`config.mk`:
```
export PLATFORM = sky130hd
export DESIGN_NAME = ram_arbiter_flat
export DESIGN_NICKNAME = d
export VERILOG_FILES = /design/src/rtl/ram_arbiter_if.sv /design/src/rtl/ram_arbiter.sv /design/src/flat_wrapper.sv
export SDC_FILE = /design/constraint.sdc
export NUM_CORES = 1
export LEC_CHECK = 0
export CORE_MARGIN = 3
export CORE_UTILIZATION = 55
export CTS_CLUSTER_DIAMETER = 100
export CTS_CLUSTER_SIZE = 40
export DETAILED_ROUTE_END_ITERATION = 6
export DONT_BUFFER_PORTS = 1
export PLACE_DENSITY = 0.77
export SYNTH_ARGS = -nofsm -noshare
export SYNTH_HDL_FRONTEND = slang
export SYNTH_SLANG_ARGS = --single-unit
```
`constraint.sdc`:
```
create_clock -name clock -period 1.6 [get_ports clock]
set_input_delay 0.08 -clock clock [delete_from_list [all_inputs] [get_ports clock]]
set_output_delay 0.08 -clock clock [all_outputs]
set_load 0.01 [all_outputs]
```
`src/rtl/ram_arbiter_if.sv`:
```
// ram_arbiter_if
//   Bundles the requester-side and SDRAM-controller-side signals of
//   ram_arbiter.
//   Requester side : v_req/v_addr/v_ack (video), c_req/c_we/c_addr/c_di/c_ack
//                    (CPU), d_req/d_addr/d_di/d_ack (download), q (read data)
//   Controller side: m_req/m_we/m_addr/m_di out, m_q/m_ack in
//   Status         : owner (0 none, 1 video, 2 cpu, 3 download), err
//   Modports: master = arbiter view, slave = surrounding glue/controller view.
interface ram_arbiter_if #(
   parameter int unsigned AW = 23,
   parameter int unsigned DW = 8
);
   logic          v_req;
   logic [AW-1:0] v_addr;
   logic          v_ack;

   logic          c_req;
   logic          c_we;
   logic [AW-1:0] c_addr;
   logic [DW-1:0] c_di;
   logic          c_ack;

   logic          d_req;
   logic [AW-1:0] d_addr;
   logic [DW-1:0] d_di;
   logic          d_ack;

   logic [DW-1:0] q;

   logic          m_req;
   logic          m_we;
   logic [AW-1:0] m_addr;
   logic [DW-1:0] m_di;
   logic [DW-1:0] m_q;
   logic          m_ack;

   logic [1:0]    owner;
   logic          err;

   modport master (
      input  v_req, v_addr, c_req, c_we, c_addr, c_di, d_req, d_addr, d_di,
      input  m_q, m_ack,
      output v_ack, c_ack, d_ack, q,
      output m_req, m_we, m_addr, m_di,
      output owner, err
   );

   modport slave (
      output v_req, v_addr, c_req, c_we, c_addr, c_di, d_req, d_addr, d_di,
      output m_q, m_ack,
      input  v_ack, c_ack, d_ack, q,
      input  m_req, m_we, m_addr, m_di,
      input  owner, err
   );
endinterface

```
`src/rtl/ram_arbiter.sv`:
```
// ram_arbiter
//   Shares one SDRAM controller port between video fetch, Z80 CPU and the
//   download loader. Video has strict priority; CPU and download alternate
//   round-robin. One transfer at a time: IDLE -> GRANT -> DONE -> IDLE.
// Ports
//   clock : system clock
//   power : asynchronous active-low reset
//   bus   : ram_arbiter_if.master (requester handshakes, q, m_* controller
//           side, owner, err)
// Optional feature
//   ARB_TIMEOUT_EN : when defined, a GRANT lasting TIMEOUT cycles without
//                    m_ack is aborted (m_req dropped, err and owner's ack
//                    pulsed, q untouched). Undefined: GRANT waits forever and
//                    err is tied 0.
module ram_arbiter #(
   parameter int unsigned AW      = 23,
   parameter int unsigned DW      = 8,
   parameter int unsigned TIMEOUT = 64
) (
   input logic           clock,
   input logic           power,
   ram_arbiter_if.master bus
);

   typedef enum logic [1:0] {S_IDLE, S_GRANT, S_DONE} state_t;
   typedef enum logic [1:0] {
      OWN_NONE  = 2'd0,
      OWN_VIDEO = 2'd1,
      OWN_CPU   = 2'd2,
      OWN_DL    = 2'd3
   } owner_t;

   // The abort compares against TIMEOUT-1, so anything below 2 is meaningless.
   if (TIMEOUT < 2) begin : g_bad_timeout
      $error("ram_arbiter: TIMEOUT must be at least 2");
   end

   state_t        state_q, state_d;
   owner_t        owner_q, owner_d;
   logic          rr_q, rr_d;          // 0: CPU next in line, 1: download
   logic          m_req_q, m_req_d;
   logic          m_we_q, m_we_d;
   logic [AW-1:0] m_addr_q, m_addr_d;
   logic [DW-1:0] m_di_q, m_di_d;
   logic [DW-1:0] q_q, q_d;
   logic          v_ack_q, v_ack_d;
   logic          c_ack_q, c_ack_d;
   logic          d_ack_q, d_ack_d;
   logic          ack_owner;

`ifdef ARB_TIMEOUT_EN
   localparam int unsigned CW = (TIMEOUT > 2) ? $clog2(TIMEOUT) : 1;
   logic [CW-1:0] cnt_q, cnt_d;
   logic          err_q, err_d;
`endif

   always_comb begin
      state_d   = state_q;
      owner_d   = owner_q;
      rr_d      = rr_q;
      m_req_d   = m_req_q;
      m_we_d    = m_we_q;
      m_addr_d  = m_addr_q;
      m_di_d    = m_di_q;
      q_d       = q_q;
      v_ack_d   = 1'b0;
      c_ack_d   = 1'b0;
      d_ack_d   = 1'b0;
      ack_owner = 1'b0;
`ifdef ARB_TIMEOUT_EN
      cnt_d     = cnt_q;
      err_d     = 1'b0;
`endif

      case (state_q)
         S_IDLE: begin
`ifdef ARB_TIMEOUT_EN
            cnt_d = '0;
`endif
            if (bus.v_req) begin
               owner_d  = OWN_VIDEO;
               m_we_d   = 1'b0;
               m_addr_d = bus.v_addr;
               m_req_d  = 1'b1;
               state_d  = S_GRANT;
            end else if (bus.c_req && (!bus.d_req || !rr_q)) begin
               owner_d  = OWN_CPU;
               m_we_d   = bus.c_we;
               m_addr_d = bus.c_addr;
               m_di_d   = bus.c_di;
               m_req_d  = 1'b1;
               rr_d     = 1'b1;
               state_d  = S_GRANT;
            end else if (bus.d_req) begin
               owner_d  = OWN_DL;
               m_we_d   = 1'b1;
               m_addr_d = bus.d_addr;
               m_di_d   = bus.d_di;
               m_req_d  = 1'b1;
               rr_d     = 1'b0;
               state_d  = S_GRANT;
            end
         end

         S_GRANT: begin
            if (bus.m_ack) begin
               m_req_d   = 1'b0;
               if (!m_we_q) q_d = bus.m_q;
               ack_owner = 1'b1;
               state_d   = S_DONE;
            end
`ifdef ARB_TIMEOUT_EN
            else if (cnt_q == CW'(TIMEOUT - 1)) begin
               // Abort skips DONE: ack and err pulse while already in IDLE.
               m_req_d   = 1'b0;
               err_d     = 1'b1;
               ack_owner = 1'b1;
               owner_d   = OWN_NONE;
               state_d   = S_IDLE;
            end else begin
               cnt_d = cnt_q + 1'b1;
            end
`endif
         end

         S_DONE: begin
            owner_d = OWN_NONE;
            state_d = S_IDLE;
         end

         default: state_d = S_IDLE;
      endcase

      if (ack_owner) begin
         case (owner_q)
            OWN_VIDEO: v_ack_d = 1'b1;
            OWN_CPU:   c_ack_d = 1'b1;
            OWN_DL:    d_ack_d = 1'b1;
            default:   ;
         endcase
      end
   end

   always_ff @(posedge clock or negedge power) begin
      if (!power) begin
         state_q  <= S_IDLE;
         owner_q  <= OWN_NONE;
         rr_q     <= 1'b0;
         m_req_q  <= 1'b0;
         m_we_q   <= 1'b0;
         m_addr_q <= '0;
         m_di_q   <= '0;
         q_q      <= '0;
         v_ack_q  <= 1'b0;
         c_ack_q  <= 1'b0;
         d_ack_q  <= 1'b0;
      end else begin
         state_q  <= state_d;
         owner_q  <= owner_d;
         rr_q     <= rr_d;
         m_req_q  <= m_req_d;
         m_we_q   <= m_we_d;
         m_addr_q <= m_addr_d;
         m_di_q   <= m_di_d;
         q_q      <= q_d;
         v_ack_q  <= v_ack_d;
         c_ack_q  <= c_ack_d;
         d_ack_q  <= d_ack_d;
      end
   end

`ifdef ARB_TIMEOUT_EN
   always_ff @(posedge clock or negedge power) begin
      if (!power) begin
         cnt_q <= '0;
         err_q <= 1'b0;
      end else begin
         cnt_q <= cnt_d;
         err_q <= err_d;
      end
   end

   assign bus.err = err_q;
`else
   assign bus.err = 1'b0;
`endif

   assign bus.v_ack  = v_ack_q;
   assign bus.c_ack  = c_ack_q;
   assign bus.d_ack  = d_ack_q;
   assign bus.q      = q_q;
   assign bus.m_req  = m_req_q;
   assign bus.m_we   = m_we_q;
   assign bus.m_addr = m_addr_q;
   assign bus.m_di   = m_di_q;
   assign bus.owner  = owner_q;

endmodule
```
`src/flat_wrapper.sv`:
```
// flat-port wrapper written by rule: the top's interface ports become plain ports
module ram_arbiter_flat 
#(
   parameter int unsigned AW      = 23,
   parameter int unsigned DW      = 8,
   parameter int unsigned TIMEOUT = 64
)
  (clock, power, bus_v_req, bus_v_addr, bus_c_req, bus_c_we, bus_c_addr, bus_c_di, bus_d_req, bus_d_addr, bus_d_di, bus_m_q, bus_m_ack, bus_v_ack, bus_c_ack, bus_d_ack, bus_q, bus_m_req, bus_m_we, bus_m_addr, bus_m_di, bus_owner, bus_err);
  ram_arbiter_if #(.AW(AW), .DW(DW)) bus_i ();
  input logic clock;
  input logic power;
  input wire logic [$bits(bus_i.v_req)-1:0] bus_v_req;
  input wire logic [$bits(bus_i.v_addr)-1:0] bus_v_addr;
  input wire logic [$bits(bus_i.c_req)-1:0] bus_c_req;
  input wire logic [$bits(bus_i.c_we)-1:0] bus_c_we;
  input wire logic [$bits(bus_i.c_addr)-1:0] bus_c_addr;
  input wire logic [$bits(bus_i.c_di)-1:0] bus_c_di;
  input wire logic [$bits(bus_i.d_req)-1:0] bus_d_req;
  input wire logic [$bits(bus_i.d_addr)-1:0] bus_d_addr;
  input wire logic [$bits(bus_i.d_di)-1:0] bus_d_di;
  input wire logic [$bits(bus_i.m_q)-1:0] bus_m_q;
  input wire logic [$bits(bus_i.m_ack)-1:0] bus_m_ack;
  output wire logic [$bits(bus_i.v_ack)-1:0] bus_v_ack;
  output wire logic [$bits(bus_i.c_ack)-1:0] bus_c_ack;
  output wire logic [$bits(bus_i.d_ack)-1:0] bus_d_ack;
  output wire logic [$bits(bus_i.q)-1:0] bus_q;
  output wire logic [$bits(bus_i.m_req)-1:0] bus_m_req;
  output wire logic [$bits(bus_i.m_we)-1:0] bus_m_we;
  output wire logic [$bits(bus_i.m_addr)-1:0] bus_m_addr;
  output wire logic [$bits(bus_i.m_di)-1:0] bus_m_di;
  output wire logic [$bits(bus_i.owner)-1:0] bus_owner;
  output wire logic [$bits(bus_i.err)-1:0] bus_err;
  assign bus_i.v_req = bus_v_req;
  assign bus_i.v_addr = bus_v_addr;
  assign bus_i.c_req = bus_c_req;
  assign bus_i.c_we = bus_c_we;
  assign bus_i.c_addr = bus_c_addr;
  assign bus_i.c_di = bus_c_di;
  assign bus_i.d_req = bus_d_req;
  assign bus_i.d_addr = bus_d_addr;
  assign bus_i.d_di = bus_d_di;
  assign bus_i.m_q = bus_m_q;
  assign bus_i.m_ack = bus_m_ack;
  assign bus_v_ack = bus_i.v_ack;
  assign bus_c_ack = bus_i.c_ack;
  assign bus_d_ack = bus_i.d_ack;
  assign bus_q = bus_i.q;
  assign bus_m_req = bus_i.m_req;
  assign bus_m_we = bus_i.m_we;
  assign bus_m_addr = bus_i.m_addr;
  assign bus_m_di = bus_i.m_di;
  assign bus_owner = bus_i.owner;
  assign bus_err = bus_i.err;
  ram_arbiter #(.AW(AW), .DW(DW), .TIMEOUT(TIMEOUT)) u_core (.clock(clock), .power(power), .bus(bus_i));
endmodule
```
== Word-level counts from Yosys, hierarchy flattened ==
Cells that the tools add are included.

* Flip-flop bits (word level): 49

* Eq/ne operators: 7
* Mux-type cells: 31
* Bitwise operators: 2
* Reductions and logical operators: 15

{| class="wikitable"
|+ Operator list
! cell !! count
|-
| $mux W23 || 3
|-
| $mux W1 || 16
|-
| $mux W8 || 2
|-
| $mux W2 || 7
|-
| $reduce_and A3 Y1 || 3
|-
| $pmux W2 S2 || 2
|-
| $eq A2 B2 Y1 const B || 3
|-
| $reduce_and A2 Y1 || 3
|-
| $reduce_bool A2 Y1 || 3
|-
| $eq A2 B1 Y1 const B || 2
|-
| $ne A4 B3 Y1 const B || 1
|-
| $reduce_bool A3 Y1 || 1
|-
| $logic_not A1 Y1 || 2
|-
| $logic_not A2 Y1 || 1
|-
| $ne A2 B2 Y1 const B || 1
|-
| $not A1 Y1 || 2
|-
| $pmux W1 S2 || 1
|-
| $logic_and A1 B1 Y1 || 1
|-
| $logic_or A1 B1 Y1 || 1
|}

== Logic depth before layout (Yosys ltp) ==
Gate-level depths: netlist of the first run.

* Word-level depth: 6
* Gate-level depth with buffers: 6
* Mapped depth without buffers: 3

== Worst setup path after synthesis of the first run ==
OpenSTA, ideal clock, no wires.

* Path type: register to register
* Start point: register u_core.rr_q
* End point: register u_core.m_di_q[5] (netlist: u_core.bus.m_di[5])
* Setup time: 0.125 ns
* Arrival time: 1.355 ns
* Required time: 1.475 ns
* Slack: 0.120 ns
* Cell stages (with the launch flop): 6
* Path buffers: 2
* Period minus slack after synthesis: 1.480 ns
* Cells stage by stage: dfrtp_1 -> a21bo_1 -> buf_6 -> buf_6 -> mux2_4 -> mux2_2

* Word-level cells in the longest chain between the ends: 5
* Elaborated cells between the ends (all ways): 6
* Those cells by class: mux (1); reduce/logical (5)

{| class="wikitable"
|+ Ends and longest elaborated chain
! item !! RTL line !! source
|-
| from (decl) || ram_arbiter.sv:40 || <nowiki>logic rr_q, rr_d;</nowiki>
|-
| from (signal assigned) || ram_arbiter.sv:160 || <nowiki>rr_q <= rr_d;</nowiki>
|-
| $logic_not A1 Y1 * || ram_arbiter.sv:86 || <nowiki>end else if (bus.c_req && (!bus.d_req || !rr_q)) begin</nowiki>
|-
| $logic_or A1 B1 Y1 * || ram_arbiter.sv:86 ||
|-
| $logic_and A1 B1 Y1 * || ram_arbiter.sv:86 ||
|-
| $reduce_bool A2 Y1 (no line) || n/a ||
|-
| $reduce_and A3 Y1 (no line) || n/a ||
|-
| to (signal assigned) || ram_arbiter.sv:164 || <nowiki>m_di_q <= m_di_d;</nowiki>
|-
| to (decl) || ram_arbiter.sv:44 || <nowiki>logic [DW-1:0] m_di_q, m_di_d;</nowiki>
|}

Every way passes the cells marked *; elsewhere a longest branch is shown, timed or not.
A chain may end at the register's enable or synchronous reset.

== Worst setup path in the final report of the first run ==
* Start point: register u_core.state_q[0]
* End point: register u_core.q_q[0] (netlist: u_core.bus.q[0])

* Word-level cells in the longest chain between the ends: 2

{| class="wikitable"
|+ Ends and longest elaborated chain
! item !! RTL line !! source
|-
| from (decl) || ram_arbiter.sv:38 || <nowiki>state_t state_q, state_d;</nowiki>
|-
| from (signal assigned) || ram_arbiter.sv:158 || <nowiki>state_q <= state_d;</nowiki>
|-
| $eq A2 B1 Y1 || ram_arbiter.sv:75 || <nowiki>case (state_q)</nowiki>
|-
| $reduce_and A3 Y1 (no line) || n/a ||
|-
| to (signal assigned) || ram_arbiter.sv:165 || <nowiki>q_q <= q_d;</nowiki>
|-
| to (decl) || ram_arbiter.sv:45 || <nowiki>logic [DW-1:0] q_q, q_d;</nowiki>
|}

Every way passes these cells.

==> results.cfg, run 1 <==
[setup_path]
crit_type = reg2reg
crit_chain = nand3b_1 -> nor2_4 -> mux2_2
crit_buf_inv = 0
cp_data_required_time_ns = 1.78
path_max_fanout = 9
end_kind = register
critPathSlowestCell = dfrtp_1
slowest_delay_ns = 0.53
critPathArrivalTime_ns = 1.63
startpoint_type = register
cp_top_family = flip-flops

[synthesis]
avgSynthCellArea_um2 = 11.28
synth_nets = 314
synth_area_leaders = dfrtp_1 51%, mux2_2 9.8%, mux2i_1 9.5%
ys_seq_area_frac = 0.5078
ys_ff_latch = 49
yosys_warnings = 0
synth_top_area_share = 0.5078
yosysTopAreaCell = dfrtp_1
netlist_area_um2 = 2415
synth_cell_type_count = 30
postSynthCellCount = 214

[drt]
drtAntennaViolNets = 0
post-route-drc-count = 0
drtPass1Iterations = 7
vias = 1961
drtIter0Drc = 94
via_per_inst = 6.603
wl_um = 6255
wl_per_cell_um = 21.06

[cts]
clockRootBuffer = clkbuf_8
cts_tree = built
clkSinkCount = 49
postCtsSetupBuffers = 0
htree_levels = 2
path_clk_slew_ns = 0.09
cts_buffers = 5
clockBufferDepth = 2
insertion_delay_ns = 0.30

[global_route]
met1_usage = 0.2865
grt_max_degree = 50
use_met3 = 0.09003
grt_pass1_vias = 2001
use_met2 = 0.3802
grt_pass1_wl_um = 9563
grt_overflow_total = 0
grt_antenna_before_repair = 0
grt_usage = 0.2341
top_usage_layer = met2

[power_and_ir_drop]
pwr_density_cell_nw_per_um2 = 1638
p_leak_nw = 1.281
power.total_w = 0.004848
ir_drop_v = 0.0009521

[worst_hold_path]
hold_path.class = in2reg

[placement]
dpl_cell_area_um2 = 2450
io_buffer_count = 0
place.gp.congestion = 0.7282
hpwl_um = 4106

[status]
status = completed

[finish]
fin_nets = 347
final_cell_mix = 49 x dfrtp_1, 37 x dlygate4sd3_1, 25 x o21ai_0
drive_gt1_frac = 0.1781
area_growth_pct = 22.54
final_common_cell = dfrtp_1
n_antenna_cell = 0
design_area_um2 = 2959

[die]
core-area_um2 = 4115
rows = 23
die_h_um = 72.26
fp.dieW_um = 72.26
start_util = 0.5868
ioPinCount = 147
die-area_um2 = 5222

[timing]
max_freq_mhz = 687.4
fin_crit_ns = 1.455
setup_viol = 0
max_slew_margin = 0.3841
rsz0062_at_grt = no
finClkSkew_ns = 0.007575
hold_viol = 0
finalCritPeriodShare = 0.9092
whs_ns = 0.007526
slew_viol_final = 0
worstMarginPinSlew_ns = 0.9209
final.setup.tns_ns = 0

[job]
max_cap_viol_count = 0
layer usage:
layer,wire [µm],vias to the layer above
met3,786,21
met1,2232,921
met2,3070,162
met4,165,0
met5,0,-
li1,-,857
power breakdown:
part / leakage [nW] / total (W) / switching (W) / internal (W)
clock network: 0.0443 / 0.000723 / 0.000379 / 0.000344
registers: 0.597 / 0.00255 / 0.000727 / 0.00183
logic: 0.640 / 0.00157 / 0.000780 / 0.000792
total: 1.28 / 0.00485 / 0.00189 / 0.00296
Yosys cell counts:
master	count
dfrtp_1	49
o21ai_0	25
mux2i_1	23
nand3_1	23
o211ai_1	23
mux2_2	21
clkbuf_1	11
nor2_1	5
a21oi_1	3
buf_2	3
buf_4	3
mux2_4	3
buf_6	2
inv_1	2
nor3b_1	2
o22ai_1	2
a21bo_1	1
a31oi_1	1
and3_1	1
conb_1	1
nand2_1	1
nand2b_1	1
nand3b_1	1
nor2_2	1
nor3_1	1
nor3_2	1
o21ai_1	1
o22a_1	1
o41ai_1	1
or2_1	1
registers in the layout (all words and copies together) (netlist names):
signal	cells
u_core.bus.m_req	1
u_core.bus.owner	2
u_core.rr_q	1
u_core.state_q	2
u_core.bus.m_addr	23
u_core.bus.m_di	8
u_core.bus.m_we	1
u_core.bus.q	8
u_core.bus.d_ack	1
u_core.bus.c_ack	1
u_core.bus.v_ack	1
logic make-up after synthesis:
kind of cell	Yosys count	share of synthesized area
compound gates	58	0.1508
flops	49	0.5078
mux	47	0.2119
simple gates	38	0.08290
buf+inv	21	0.04508
other cells	1	0.001553
per-stage QoR:
step	utilization	instances	setup slack [ns]
final	0.7191	297	0.1453
after global routing	0.7191	297	0.01163
after CTS	0.7130	297	0.03566
after detailed placement	0.5953	252	0.004184
after global placement	0.5953	252	0.09097
after floorplan	-	214	0.1205
cell type report:
class / count / area, µm²
Clock buffer: 7 / 86.33
Fill cell: 280 / 1156
Inverter: 2 / 7.507
Multi-Input combinational cell: 144 / 1110
Sequential cell: 49 / 1226
Tap cell: 50 / 62.56
Timing Repair Buffer: 45 / 466.7
path summary, 6_finish.rpt:
path                              startpoint                    end  slack (ns)  depth (start not counted)
max                        u_core.state_q[0]        u_core.bus.q[0]        0.15                          3
min                           bus_c_addr[16]  u_core.bus.m_addr[16]       0.008                          2
max reg2reg                u_core.state_q[0]        u_core.bus.q[0]        0.15                          3
min reg2reg                      u_core.rr_q            u_core.rr_q        0.50                          1
max in group asynchronous              power        u_core.bus.q[5]        1.07                          2
min in group asynchronous              power  u_core.bus.m_addr[15]        0.31                          2
repair_timing:
action | CTS | global route
cloned | 0 | 0
endpoints found under the setup margin | 1 | 33
hold endpoints to repair | 84 | 0
resized for setup | 1 | 5
hold buffers | 38 | 0
pin swaps | 0 | 0
Note: power is estimated with default switching activity, not from simulation.
==> inputs of run 2 (changes only) <==
==> constraint.sdc (replaced) <==
create_clock -name clock -period 1.6 [get_ports clock]
set_input_delay 0.24 -clock clock [delete_from_list [all_inputs] [get_ports clock]]
set_output_delay 0.24 -clock clock [all_outputs]
set_load 0.01 [all_outputs]
==> results.cfg, run 2 (synthesized netlist as in run 1, its figures left out) <==
[cts]
path_clk_slew_ns = 0.09
clockBufferDepth = 2
insertion_delay_ns = 0.29
clkSinkCount = 49
cts_tree = built
clockRootBuffer = clkbuf_8
htree_levels = 2
cts_buffers = 5

[timing]
finalCritPeriodShare = 0.9122
worstMarginPinSlew_ns = 0.5136
slew_viol_final = 0
max_slew_margin = 0.6563
max_freq_mhz = 685.2
final.setup.tns_ns = 0
hold_viol = 0
finClkSkew_ns = 0.007418
finalWorstSetupSlack_ns = 0.1405
whs_ns = 0.03956
setup_viol = 0
rsz0062_at_grt = no
fin_crit_ns = 1.460

[setup_path]
crit_chain = nand3b_1 -> nor2_4 -> mux2_2
critPathArrivalTime_ns = 1.64
startpoint_type = register
cp_data_required_time_ns = 1.78
cp-endpoint = u_core.bus.q[2]
slowest_delay_ns = 0.54
r2r-end = u_core.bus.q[2]
reg2reg_from = u_core.state_q[0]
startpoint = u_core.state_q[0]
r2r_slack_ns = 0.14
crit_type = reg2reg
critPathSlowestCell = dfrtp_1
rr_worst_depth = 3
end_kind = register
path_max_fanout = 9

[die]
start_util = 0.5868
die_h_um = 72.26
ioPinCount = 147
die-area_um2 = 5222
core-area_um2 = 4115
rows = 23
fp.dieW_um = 72.26

[drt]
post-route-drc-count = 0
drtIter0Drc = 69
drtPass1Iterations = 4
via_per_inst = 6.772
wl_um = 5626
drtAntennaViolNets = 0
vias = 1781
wl_per_cell_um = 21.39

[finish]
area_growth_pct = 8.238
drive_gt1_frac = 0.2160
final_common_cell = dfrtp_1
fin_nets = 313
final_cell_mix = 49 x dfrtp_1, 25 x o21ai_0, 23 x mux2i_1, 23 x nand3_1, 23 x o211ai_1
n_antenna_cell = 0
nFillCells = 325
largest_reg_flops = 23

[global_route]
grt_pass1_wl_um = 8535
grt_usage = 0.2087
grt_max_degree = 50
grt_pass1_vias = 1865
grt_overflow_total = 0
grt_antenna_before_repair = 0

[placement]
hpwl_um = 4095
io_buffer_count = 0
place.gp.congestion = 0.7282
pre_cts_ws_ns = 0.01167

[power_and_ir_drop]
power.total_w = 0.004763
pwr_density_cell_nw_per_um2 = 1822
ir_drop_v = 0.0009079
p_leak_nw = 1.140

[worst_hold_path]
hold_path.class = in2reg

[job]
max_cap_viol_count = 0

[status]
status = completed
-- run 2: changes by cell type in the layout (fill, tap and decap cells not counted) --
cell / change
buf_4: +2
dlygate4sd3_1: -36
-- run 2: worst min path at each step --
stage	from	to	slack (ns)	cells after the start
floorplan	power	u_core.bus.c_ack	-0.06	0
global placement	power	u_core.bus.m_di[7]	-0.05	0
detailed placement	power	u_core.bus.m_di[3]	-0.05	0
CTS	bus_d_req	u_core.rr_q	0.03	1
global route	bus_v_req	u_core.bus.m_we	0.03	1
finish	bus_d_req	u_core.rr_q	0.04	1
-- run 2: routing by layer --
| layer | vias up | GRT usage | share of wire |
|---|---|---|---|
| met2 | 126 | 0.3650 | 0.53 |
| met1 | 862 | 0.2457 | 0.36 |
| li1 | 787 | - | - |
| met4 | 0 | 0.05010 | 0.0055 |
| met3 | 6 | 0.07202 | 0.11 |
| met5 | - | 0 | 0 |
-- run 2: timing repair --
action / 4_1_cts / 5_1_grt
setup buffers: 0 / 2
hold endpoints to repair: 49 / 0
endpoints found under the setup margin: 0 / 42
hold buffers: 2 / 0
resized for setup: 0 / 6
-- run 2: through the flow --
| stage | instance area [µm²] | utilization | instances |
|---|---|---|---|
| global placement | 2450 | 0.5953 | 252 |
| global route | 2614 | 0.6351 | 263 |
| floorplan | 2415 | - | 214 |
| finish | 2614 | 0.6351 | 263 |
| detailed placement | 2450 | 0.5953 | 252 |
| CTS | 2574 | 0.6254 | 261 |
-- run 2: cell type report --
type                       count  area (µm²)  share of cell area
timing repair buffer          11       121.4             0.04643
tap                           50       62.56             0.02393
multi-input combinational    144        1110              0.4246
inverter                       2       7.507            0.002872
sequential                    49        1226              0.4691
clock buffer                   7       86.33             0.03303
-- run 2: report_power, final --
part | internal [W] | total (W) | switching, W | leakage, nW
clock network | 0.000344 | 0.000718 | 0.000374 | 0.0443
logic | 0.000749 | 0.00150 | 0.000750 | 0.499
registers | 0.00183 | 0.00255 | 0.000721 | 0.597
-- run 2: critical path: cells and delay by family, from the launching register on --
| family | cells | cell delay [ns] |
|---|---|---|
| flip-flops | 1 | 0.54 |
| multiplexers | 1 | 0.37 |
| AND/OR/NAND/NOR | 2 | 0.44 |
==> inputs of run 3 (changes only) <==
Settings changed: CORE_ASPECT_RATIO set to 0.5.
==> results.cfg, run 3 (synthesized netlist as in run 1, its figures left out) <==
[status]
status = completed

[timing]
finalCritPeriodShare = 0.9258
rsz0062_at_grt = no
fin_crit_ns = 1.481
finalWorstSetupSlack_ns = 0.1187
whs_ns = 0.03504
setup_viol = 0
slew_viol_final = 0
finClkSkew_ns = 0.008302
max_freq_mhz = 675.1
final.setup.tns_ns = 0
hold_viol = 0

[drt]
wl_met1_um = 2182
via_per_inst = 6.407
wl_um = 5338
vias = 1730
post-route-drc-count = 0
drtAntennaViolNets = 0
wl_per_cell_um = 19.77
wl_met3_um = 531
top_layer = met4
wl_met2_um = 2587
drtIter0Drc = 61
drtPass1Iterations = 4

[global_route]
grt_max_degree = 50
grt_overflow_total = 0
grt_usage = 0.2003
grt_antenna_before_repair = 0
grt_pass1_vias = 1690
grt_pass1_wl_um = 8224

[finish]
final_cell_mix = 49 x dfrtp_1, 25 x o21ai_0, 23 x mux2i_1, 23 x nand3_1, 23 x o211ai_1
drive_gt1_frac = 0.2222
area_growth_pct = 9.689
fin_nets = 315
n_antenna_cell = 0
final_common_cell = dfrtp_1
largest_reg_flops = 23

[cts]
postCtsSetupBuffers = 0
cts_buffers = 5
clkSinkCount = 49
clockBufferDepth = 2
htree_levels = 2
clockRootBuffer = clkbuf_8
cts_tree = built
insertion_delay_ns = 0.29
path_clk_slew_ns = 0.09

[job]
max_cap_viol_count = 0

[die]
rows = 16
die_h_um = 52.86
ioPinCount = 147
core-area_um2 = 4064
fp.dieW_um = 99.71
start_util = 0.5942
die-area_um2 = 5270

[placement]
hpwl_um = 3904
io_buffer_count = 0
place.gp.congestion = 0.7274
pre_cts_ws_ns = 0.007814

[power_and_ir_drop]
ir_drop_v = 0.0008248
comb_power_share = 0.304
switchingPower_w = 0.001841
p_int_w = 0.003104
seqPwrFrac = 0.513
power_frac_clock = 0.183
p_sw_frac = 0.3723
p_leak_nw = 1.157
pwr_density_cell_nw_per_um2 = 1867

[setup_path]
startpoint_type = register
cp_data_required_time_ns = 1.78
critPathArrivalTime_ns = 1.66
path_max_fanout = 9
crit_type = reg2reg
end_kind = register

[worst_hold_path]
hold_path.class = in2reg
run 3: cell count changes in the layout (fill, tap and decap cells not counted), sizes merged:
cell	change
buf	+2
bufinv	+1
run 3: stage by stage:
step	std cells	instance area, µm²	util	power (W)
6_report	270	2649	0.6518	0.004945
5_1_grt	270	2649	0.6518	0.005302
4_1_cts	270	2626	0.6462	0.004954
3_5_place_dp	260	2472	0.6084	0.004016
3_3_place_gp	260	2472	0.6084	0.003935
2_1_floorplan	214	2415	-	0.003617
run 3: path summary, 6_finish.rpt:
check | from | cells after the start | slack, ns | endpoint
max in group asynchronous | power | 2 | 0.93 | u_core.bus.m_addr[3]
min | bus_v_req | 1 | 0.04 | u_core.bus.m_we
max reg2reg | u_core.state_q[0] | 3 | 0.12 | u_core.bus.q[3]
max | u_core.state_q[0] | 3 | 0.12 | u_core.bus.q[3]
min in group asynchronous | power | 2 | 0.46 | u_core.bus.q[7]
min reg2reg | u_core.rr_q | 1 | 0.52 | u_core.rr_q
run 3: routing by layer:
layer | vias to the layer above | track usage
met1 | 845 | 0.2519
li1 | 789 | -
met5 | - | 0
met3 | 4 | 0.06974
met2 | 92 | 0.3344
met4 | 0 | 0.05215
run 3: critical path: stages (launching register included):
cell and delay, ns:
dfrtp_1 0.56, nand3b_1 0.19, nor2_4 0.24, mux2_2 0.37
run 3: final cells by class:
class / count / area [µm²]
flip-flops and latches: 49 / 1226
clock buffers: 7 / 86.33
inverters: 2 / 7.507
clock inverters: 1 / 30.03
repair buffers: 13 / 123.9
multi-input cells: 144 / 1107
well taps: 54 / 67.56
fillers: 326 / 1415
run 3: power groups by stage:
stage	Combinational [W]	Clock, W	Sequential, W
after detailed placement	0.00145	0	0.00256
after global routing	0.00170	0.000979	0.00262
after global placement	0.00139	0	0.00254
final	0.00150	0.000904	0.00254
after CTS	0.00149	0.000925	0.00254
after floorplan	0.00123	0	0.00239
run 3: timing repair:
action                                 CTS  global route
setup endpoints to repair                2            17
resized for setup                        1             4
endpoints found under the hold margin   49             0
hold buffers                             2             0
